[src/rtl/vend_pkg.sv]
// Shared types and constants for the vending controller slice.
// Coin values are expressed in 5-unit counts throughout.
package vend_pkg;

    typedef enum logic [1:0] {
        IDLE,
        DISPENSE,
        CHG_PULSE,
        CHG_GAP
    } state_e;

    localparam int unsigned COIN5  = 1;
    localparam int unsigned COIN10 = 2;

    typedef logic item_t;

    // Credit value of the coins presented in one cycle (both together give 3).
    function automatic logic [1:0] coinUnits(input logic rs5, input logic rs10);
        logic [1:0] u;
        u = 2'd0;
        if (rs5) u = u + 2'(COIN5);
        if (rs10) u = u + 2'(COIN10);
        return u;
    endfunction

endpackage

[src/rtl/vend_credit_acc.sv]
// Credit register: adds coin value unless the sum would wrap, then subtracts.
// ovf_o flags a cycle whose addition was dropped so the caller can reject the coins.
module vend_credit_acc #(
    parameter int CREDIT_W = 6
) (
    input  logic                clk,
    input  logic                reset,
    input  logic [CREDIT_W-1:0] add_i,
    input  logic [CREDIT_W-1:0] sub_i,
    output logic [CREDIT_W-1:0] credit_o,
    output logic                ovf_o
);
    logic [CREDIT_W-1:0] credit_q, credit_d;
    logic [CREDIT_W:0]   sum;

    always_comb begin
        sum      = {1'b0, credit_q} + {1'b0, add_i};
        ovf_o    = sum[CREDIT_W];
        credit_d = (ovf_o ? credit_q : sum[CREDIT_W-1:0]) - sub_i;
    end

    always_ff @(posedge clk) begin
        if (reset) begin
            credit_q <= '0;
        end else begin
            credit_q <= credit_d;
        end
    end

    assign credit_o = credit_q;

endmodule

[src/rtl/vend_ctrl.sv]
// Two-item vending controller: coin credit, dispense handshake, change pulses.
// Defining VEND_TIMEOUT_EN adds a dispense watchdog with a disp_fault output.
module vend_ctrl
    import vend_pkg::*;
#(
    parameter int CREDIT_W = 6,
    parameter int PRICE0   = 3,
    parameter int PRICE1   = 4
`ifdef VEND_TIMEOUT_EN
    ,
    parameter int TIMEOUT  = 16
`endif
) (
    input  logic                clk,
    input  logic                reset,
    input  logic                rs5,
    input  logic                rs10,
    input  logic                sel_valid,
    input  logic                sel,
    input  logic                cancel,
    input  logic                disp_done,
    output logic                disp_valid,
    output logic                disp_item,
    output logic                rs5out,
    output logic                coin_reject,
    output logic                price_low,
    output logic                busy,
    output logic [CREDIT_W-1:0] credit
`ifdef VEND_TIMEOUT_EN
    ,
    output logic                disp_fault
`endif
);
    state_e              state_q, state_d;
    item_t               item_q, item_d;
    logic                dispValid_q, dispItem_q, rs5out_q, coinReject_q, priceLow_q, busy_q;
    logic                priceLow_d, coinReject_d;
    logic [1:0]          units;
    logic                coinIn, ovf, timeoutHit;
    logic [CREDIT_W-1:0] addVal, subVal, selPrice;

    assign units        = coinUnits(rs5, rs10);
    assign coinIn       = rs5 | rs10;
    assign selPrice     = sel ? CREDIT_W'(PRICE1) : CREDIT_W'(PRICE0);
    assign coinReject_d = coinIn & ((state_q != IDLE) | ovf);

`ifdef VEND_TIMEOUT_EN
    localparam int WD_W = $clog2(TIMEOUT) + 1;
    logic [WD_W-1:0]     wd_q, wd_d;
    logic                fault_q;
    logic [CREDIT_W-1:0] itemPrice;

    assign itemPrice  = item_q ? CREDIT_W'(PRICE1) : CREDIT_W'(PRICE0);
    assign timeoutHit = (state_q == DISPENSE) && !disp_done && (wd_q == WD_W'(TIMEOUT - 1));
    assign wd_d       = (state_q == DISPENSE) ? wd_q + WD_W'(1) : '0;

    always_ff @(posedge clk) begin
        if (reset) begin
            wd_q    <= '0;
            fault_q <= 1'b0;
        end else begin
            wd_q    <= wd_d;
            fault_q <= timeoutHit;
        end
    end

    assign disp_fault = fault_q;
`else
    assign timeoutHit = 1'b0;
`endif

    // Coins only count in IDLE; a watchdog expiry puts the item price back.
    always_comb begin
        addVal = '0;
        if (state_q == IDLE) addVal = CREDIT_W'(units);
`ifdef VEND_TIMEOUT_EN
        if (timeoutHit) addVal = itemPrice;
`endif
    end

    always_comb begin
        state_d    = state_q;
        item_d     = item_q;
        subVal     = '0;
        priceLow_d = 1'b0;
        case (state_q)
            IDLE: begin
                if (cancel) begin
                    if (credit != '0) state_d = CHG_PULSE;
                end else if (sel_valid) begin
                    if (credit >= selPrice) begin
                        subVal  = selPrice;
                        item_d  = sel;
                        state_d = DISPENSE;
                    end else begin
                        priceLow_d = 1'b1;
                    end
                end
            end
            DISPENSE: begin
                if (disp_done) state_d = (credit != '0) ? CHG_PULSE : IDLE;
                else if (timeoutHit) state_d = CHG_PULSE;
            end
            CHG_PULSE: begin
                subVal  = CREDIT_W'(1);
                state_d = CHG_GAP;
            end
            CHG_GAP: state_d = (credit != '0) ? CHG_PULSE : IDLE;
            default: state_d = IDLE;
        endcase
    end

    always_ff @(posedge clk) begin
        if (reset) begin
            state_q      <= IDLE;
            item_q       <= 1'b0;
            dispValid_q  <= 1'b0;
            dispItem_q   <= 1'b0;
            rs5out_q     <= 1'b0;
            coinReject_q <= 1'b0;
            priceLow_q   <= 1'b0;
            busy_q       <= 1'b0;
        end else begin
            state_q      <= state_d;
            item_q       <= item_d;
            dispValid_q  <= (state_d == DISPENSE);
            dispItem_q   <= (state_d == DISPENSE) ? item_d : 1'b0;
            rs5out_q     <= (state_d == CHG_PULSE);
            coinReject_q <= coinReject_d;
            priceLow_q   <= priceLow_d;
            busy_q       <= (state_d != IDLE);
        end
    end

    vend_credit_acc #(
        .CREDIT_W(CREDIT_W)
    ) u_credit (
        .clk     (clk),
        .reset   (reset),
        .add_i   (addVal),
        .sub_i   (subVal),
        .credit_o(credit),
        .ovf_o   (ovf)
    );

    assign disp_valid  = dispValid_q;
    assign disp_item   = dispItem_q;
    assign rs5out      = rs5out_q;
    assign coin_reject = coinReject_q;
    assign price_low   = priceLow_q;
    assign busy        = busy_q;

endmodule

[config.mk]
export PLATFORM = sky130hd
export DESIGN_NAME = vend_ctrl
export DESIGN_NICKNAME = d
export VERILOG_FILES = /design/src/rtl/vend_pkg.sv /design/src/rtl/vend_credit_acc.sv /design/src/rtl/vend_ctrl.sv
export SDC_FILE = /design/constraint.sdc
export NUM_CORES = 1
export LEC_CHECK = 0
export ABC_AREA = 1
export CAP_MARGIN = 30
export CORE_MARGIN = 4
export CORE_UTILIZATION = 50
export CTS_CLUSTER_SIZE = 16
export DETAILED_ROUTE_END_ITERATION = 10
export PLACE_DENSITY = 0.87
export SYNTH_ARGS = -nofsm -noshare
export SYNTH_HDL_FRONTEND = slang
export SYNTH_SLANG_ARGS = --single-unit
[constraint.sdc]
create_clock -name clk -period 3 [get_ports clk]
set_input_delay 0.3 -clock clk [delete_from_list [all_inputs] [get_ports clk]]
set_output_delay 0.3 -clock clk [all_outputs]
set_load 0.02 [all_outputs]
Word-level counts from Yosys, hierarchy flattened. Index checks and enable logic that the tools add are counted.

Muxes and demuxes: 21. Divide/modulo/power cells: 0. Add/sub/neg operators: 3. Equal/unequal tests: 5. Order comparisons: 1. Multiply operators: 0. Shifts and indexed selects: 0. Bitwise operators: 6. Reductions and logical operators: 6.

Operator list (number): 2-bit 2-to-1 mux (8); 3-bit 2-to-1 mux (4); 2-bit case mux with 4 select lines (1); 6-bit by 2-bit adder with 7-bit output (1); 2-bit == test (second input constant) (3); 6-bit by 3-bit greater-or-equal comparator with 1-bit output (1); 1-bit 2-to-1 mux (6); 6-bit 2-to-1 mux (1); 3-bit case mux with 2 select lines (1); 6-bit nonzero test (1); 6-bit by 3-bit subtractor with 6-bit output (1); 2-bit by 1-bit == test with 1-bit output (second input constant) (2); 2-bit nonzero test (2); 4-bit OR reduction (1); 1-bit NOT (3); 2-bit adder (second input constant) (1); 2-bit logical NOT (1); 1-bit OR (2); 2-bit OR reduction (1); 1-bit bitwise AND (1).

Register bits: 15. Memories kept: 0. Bits of input ports: 8. Bits in latches: 0. RAM bits: 0. Bits in read-only memories: 0.

Depth between registers and ports, before layout.
Depth in word-level cells: 9. Depth in mapped cells: 19. Depth with buffers taken out: 19.

By module. From an unflattened synthesis, not the netlist that was laid out.

Cell total of the unflattened synthesis: 179. Area, all modules: 1231.2 µm².

By module, submodules not included: vend_credit_acc (area each 691.9 µm², sequential area each 120.1 µm², instances 1, cells an instance 102); vend_ctrl (area each 539.3 µm², sequential area each 180.2 µm², instances 1, cells an instance 77).

Worst setup path before layout. OpenSTA, ideal clock, no wires.

Kind: register to register. Start: register state_q[0]. End: register u_credit.credit_q[4] (netlist: u_credit.credit_o[4]). Path buffers: 0. Required time: 2.887 ns. Setup time: 0.113 ns. Clock period less this slack: 2.645 ns. Path slack: 0.355 ns. Arrival: 2.532 ns. Cell stages (with the launch flop): 20. Path through: dfxtp_1 inv_1 nand2_1 nor2_1 ha_1 inv_1 fa_1 inv_1 nand3_1 nor2_4 inv_2 o21ai_2 inv_1 fa_1 inv_1 nand2_1 nand4_1 nand2_1 nand2_1 nor2_1.

Cells in the longest elaborated chain, start to end: 5. Elaborated cells on any way between the ends: 7. Classes of those cells: add/sub (2); eq/ne (1); mux (3); reduce/logical (1).

RTL lines: start: declaration (line vend_ctrl.sv:34) `state_e state_q, state_d;`; start signal: assignment (line vend_ctrl.sv:124) `state_q <= state_d;`; 2-bit logical NOT (line vend_ctrl.sv:75, vend_ctrl.sv:86); 2-bit 2-to-1 mux (line vend_ctrl.sv:75) `if (state_q == IDLE) addVal = CREDIT_W'(units);`; 6-bit by 2-bit adder with 7-bit output (line vend_credit_acc.sv:17) `sum = {1'b0, credit_q} + {1'b0, add_i};`; 6-bit 2-to-1 mux (line vend_credit_acc.sv:19) `credit_d = (ovf_o ? credit_q : sum[CREDIT_W-1:0]) - sub_i;`; 6-bit by 3-bit subtractor with 6-bit output (*) (line vend_credit_acc.sv:19); end signal: assignment (line vend_credit_acc.sv:26) `credit_q <= credit_d;`; end: declaration (line vend_credit_acc.sv:13) `logic [CREDIT_W-1:0] credit_q, credit_d;`.

Mark *: on every way between the ends. The rest lies on a longest branch, timed or not. A chain may end at the register's enable or synchronous reset.

Worst setup path after layout.
Start: input rs5. End: register u_credit.credit_q[4] (netlist: u_credit.credit_o[4]).

Cells in the longest elaborated chain, start to end: 7.

RTL lines: start: declaration (line vend_ctrl.sv:16) `input logic rs5,`; 1-bit 2-to-1 mux (*) (line vend_pkg.sv:21) `if (rs5) u = u + 2'(COIN5);`; 2-bit adder (line vend_pkg.sv:22) `if (rs10) u = u + 2'(COIN10);`; 2-bit 2-to-1 mux (*) (line vend_pkg.sv:22); 2-bit 2-to-1 mux (*) (line vend_ctrl.sv:75); 6-bit by 2-bit adder with 7-bit output (*) (line vend_credit_acc.sv:17); 6-bit 2-to-1 mux (*) (line vend_credit_acc.sv:19); 6-bit by 3-bit subtractor with 6-bit output (*) (line vend_credit_acc.sv:19).

Marked as above.

==> metrics.md <==
| Metric | Value |
|---|---|
| Worst-margin pin slew | `around 0.36 ns` |
| # IOs | `20` |
| CP top delay family | `adder cells` |
| # hold bufs at CTS | `0` |
| Synth cell count leaders | `nand2_1, inv_1, nor2_1, dfxtp_1, nand3_1` |
| Most frequent CP cell | `inv_1` |
| PnR Total Power | `1381 uW` |
| Top FF cell, synth | `dfxtp_1` |
| Final worst setup slack | `about 0.24 ns` |
| Leakage | `approximately 0.00067 uW` |
| Crit-path cells | `clkdlybuf4s50_1 > inv_1 > nor2_1 > ha_1 > inv_1 > fa_1 > inv_2 > nand3_2 > nor2_4 > inv_2 > o21ai_2 > inv_1 > fa_1 > inv_1 > nand2_1 > nand4_1 > nand2_1 > nand2_1 > nor2_1` |
| Post-Synthesis Cells | `about 150` |
| Port Buffers | `19` |
| Critical Path Source Type | `input port` |
| Vias in the first global route | `~900` |
| Core area | `roughly 1800 sq um` |
| Clock transition at path regs | `approximately 0.1 ns` |
| # DRC | `0` |
| Ys async rst share | `0%` |
| Syn nets | `between 150 and 200` |
| Flop-to-flop setup slack | `around 0.26 ns` |
| Max_slew headroom | `75.72%` |
| GRT Residual Overflow | `0` |
| Hold depth | `4` |
| Crit path max fanout | `4` |
| Worst EP arrival | `roughly 3 ns` |
| Syn avg cell area | `6.665 sq um` |
| H-Tree Depth | `1` |
| Crit-path max cell delay | `between 0.4 and 0.5 ns` |
| Rows | `15` |
| Min-delay src | `item_q` |
| Fin. Hold Viols | `0` |
| TritonCTS Buffers | `3` |
| Stages on the worst setup path | `19` |
| Antenna Cells | `0` |
| Number of synthesized flops with an enable pin | `0` |
| Final #Nets | `198` |
| Dpl hpwl | `between 1500 and 2000 microns` |
| Worst Path Buf+Inv | `7` |
| Fmax | `361.8 MHz` |
| Max Root-Sink Buffers | `2` |
| Mapped cell area | `slightly below 1000 sq um` |
| Outcome | `finished, final reports clean` |
| Worst min path class | `reg2reg` |
| Root buffer cell | `clkbuf_4` |
| Final core utilization | `about three quarters` |
| Via count | `between 900 and 1000` |
| Top cell type's share of synthesized area | `a little under a third` |
| Filler cell count | `141` |
| First-pass GRT wire length | `~3800 microns` |
| DRT Pass-1 Iters | `4` |
| Starting Density | `a little over half` |
| Pre-CTS WS | `-0.05871 ns` |
| Top-count cell post-synth | `nand2_1` |
| Routed Wire Length | `2289 microns` |
| Tot GR Track Use | `a little under a fifth` |
| Crit-path slowest cell | `clkdlybuf4s50_1` |
| Wire per inst | `between 10 and 15 microns` |
| FF-to-FF path depth | `19` |
| Largest net degree at the start of global routing | `10` |
| DIE HEIGHT | `around 52 microns` |
| Final setup fails | `0` |
| Worst vdd ir | `0.6597 mV` |
| Yosys reg bits | `15` |
| CTS tree | `done` |
| Data required time at the worst endpoint | `3.21 ns` |
| Initial DRC count | `20` |
| Crit path capture type | `flop` |
| # clock sinks | `15` |
| Final Cycle Share | `92.13%` |
| Routed Antenna Nets | `0` |
| MaxCap Viol Count | `0` |
| Reg-to-Reg End | `u_credit.credit_o[4]` |
| Critical setup path kind | `in2reg` |
| Synth area leader | `dfxtp_1` |
| Synthesis-to-finish area growth | `33.33%` |
| Final GP Congestion | `~0.85` |
| Tmin final | `between 2 and 3 ns` |
| Share of cells above drive strength 1 | `16.20%` |
| Yosys cell types | `22` |
| Die area | `roughly 2700 sq um` |
| DR vias/cell | `roughly 4.8` |
| Die X | `approximately 52 microns` |
| Pwr Density | `roughly 1100 nW/um^2` |
| Synth Warn # | `0` |
| Worst r2r src | `state_q[0]` |
| Post-synthesis sequential area ratio | `30.65%` |
| Number of antenna violations at the first check in global routing | `0` |
| Synth area leaders | `dfxtp_1, nand2_1, inv_1` |
| Worst Skew | `0.001362 ns` |
| Final Slew Violations | `0` |
| Worst skew pair latency | `~0.30 ns` |
| Hold endpoint | `item_q` |
-- final cells by class --
type	instances	area, sq um	area share (%)
inverters	31	116.4	8.908
repair buffers	28	257.7	19.73
clock inverters	1	5.005	0.3831
multi-input cells	101	573.1	43.87
clock buffers	3	22.52	1.724
flip-flops and latches	15	300.3	22.99
well taps	25	31.28	2.395
-- how the worst max path moves through the flow --
| stage | start | to |
|---|---|---|
| 2_1_floorplan | state_q[0] | u_credit.credit_o[4] |
| 5_1_grt | state_q[0] | u_credit.credit_o[5] |
| 6_report | rs5 | u_credit.credit_o[4] |
| 3_5_place_dp | rs5 | u_credit.credit_o[4] |
| 4_1_cts | state_q[1] | u_credit.credit_o[4] |
| 3_3_place_gp | rs5 | u_credit.credit_o[4] |
-- worst reg2reg max path: stages (launching register included) --
cell	delay [ns]
dfxtp_1	0.34
inv_2	0.07
nand2_2	0.08
nor2_1	0.09
ha_1	0.17
inv_1	0.06
fa_1	0.39
inv_2	0.09
nand3_2	0.09
nor2_4	0.17
inv_2	0.07
o21ai_2	0.16
inv_1	0.09
fa_1	0.41
inv_1	0.08
nand2_1	0.05
nand4_1	0.10
nand2_1	0.06
nand2_1	0.05
nor2_1	0.04
-- kinds of logic (layout without fill, tap and decap cells) --
logic type / count (synthesis) / count (layout) / synth area share [%]
simple gates: 80 / 80 / 37.04
buf+inv: 31 / 63 / 11.88
flops: 15 / 15 / 30.65
compound gates: 11 / 11 / 6.131
fa+ha+maj: 10 / 10 / 14.30
-- state kept, by name, summed over array words and instances, names as in the netlist --
signal and cells:
rs5out 1, disp_item 1, price_low 1, coin_reject 1
busy 1, item_q 1, disp_valid 1, state_q 2
u_credit.credit_o 6
-- where the power goes --
part           internal [uW]  total (uW)  switching, uW
registers                273         342           68.8
clock network           49.8         126           75.8
logic                    393         914            520
total                    716        1380            665
-- per-layer routing --
| layer | up-vias | GRT usage, % | wire length (microns) |
|---|---|---|---|
| li1 | 517 | - | - |
| met1 | 439 | 22.28 | 985 |
| met2 | 26 | 31.38 | 1127 |
| met3 | 5 | 3.134 | 119 |
| met4 | 0 | 13.19 | 56 |
| met5 | - | 0 | 0 |
-- cells in the final DEF (no fill, tap or decap), drive strengths merged, types with 2 or more instances in the layout --
cell / count
o21ai: 6
nor2: 26
or2: 2
nand3: 13
fa: 2
clkdlybuf4s50: 19
inv: 31
clkbuf: 3
a21oi: 4
buf: 9
dfxtp: 15
nand2: 34
ha: 8
nand4: 3
-- repair_timing --
item / 4_1_cts / 5_1_grt
gates resized for setup: 0 / 6
setup buffers: 0 / 1
setup endpoints to repair: 0 / 5
-- stage by stage --
stage,instances,TNS [ns],hold WS [ns],instance area (sq um)
after floorplan,147,0,0.3667,979.7
after global placement,199,0,0.5134,1261
after detailed placement,199,-0.09997,0.5265,1261
after CTS,203,0,0.5404,1289
after global routing,204,-0.01891,0.5872,1306
final,204,0,0.5413,1306
No activity file was read; power rests on OpenSTA's default activity.
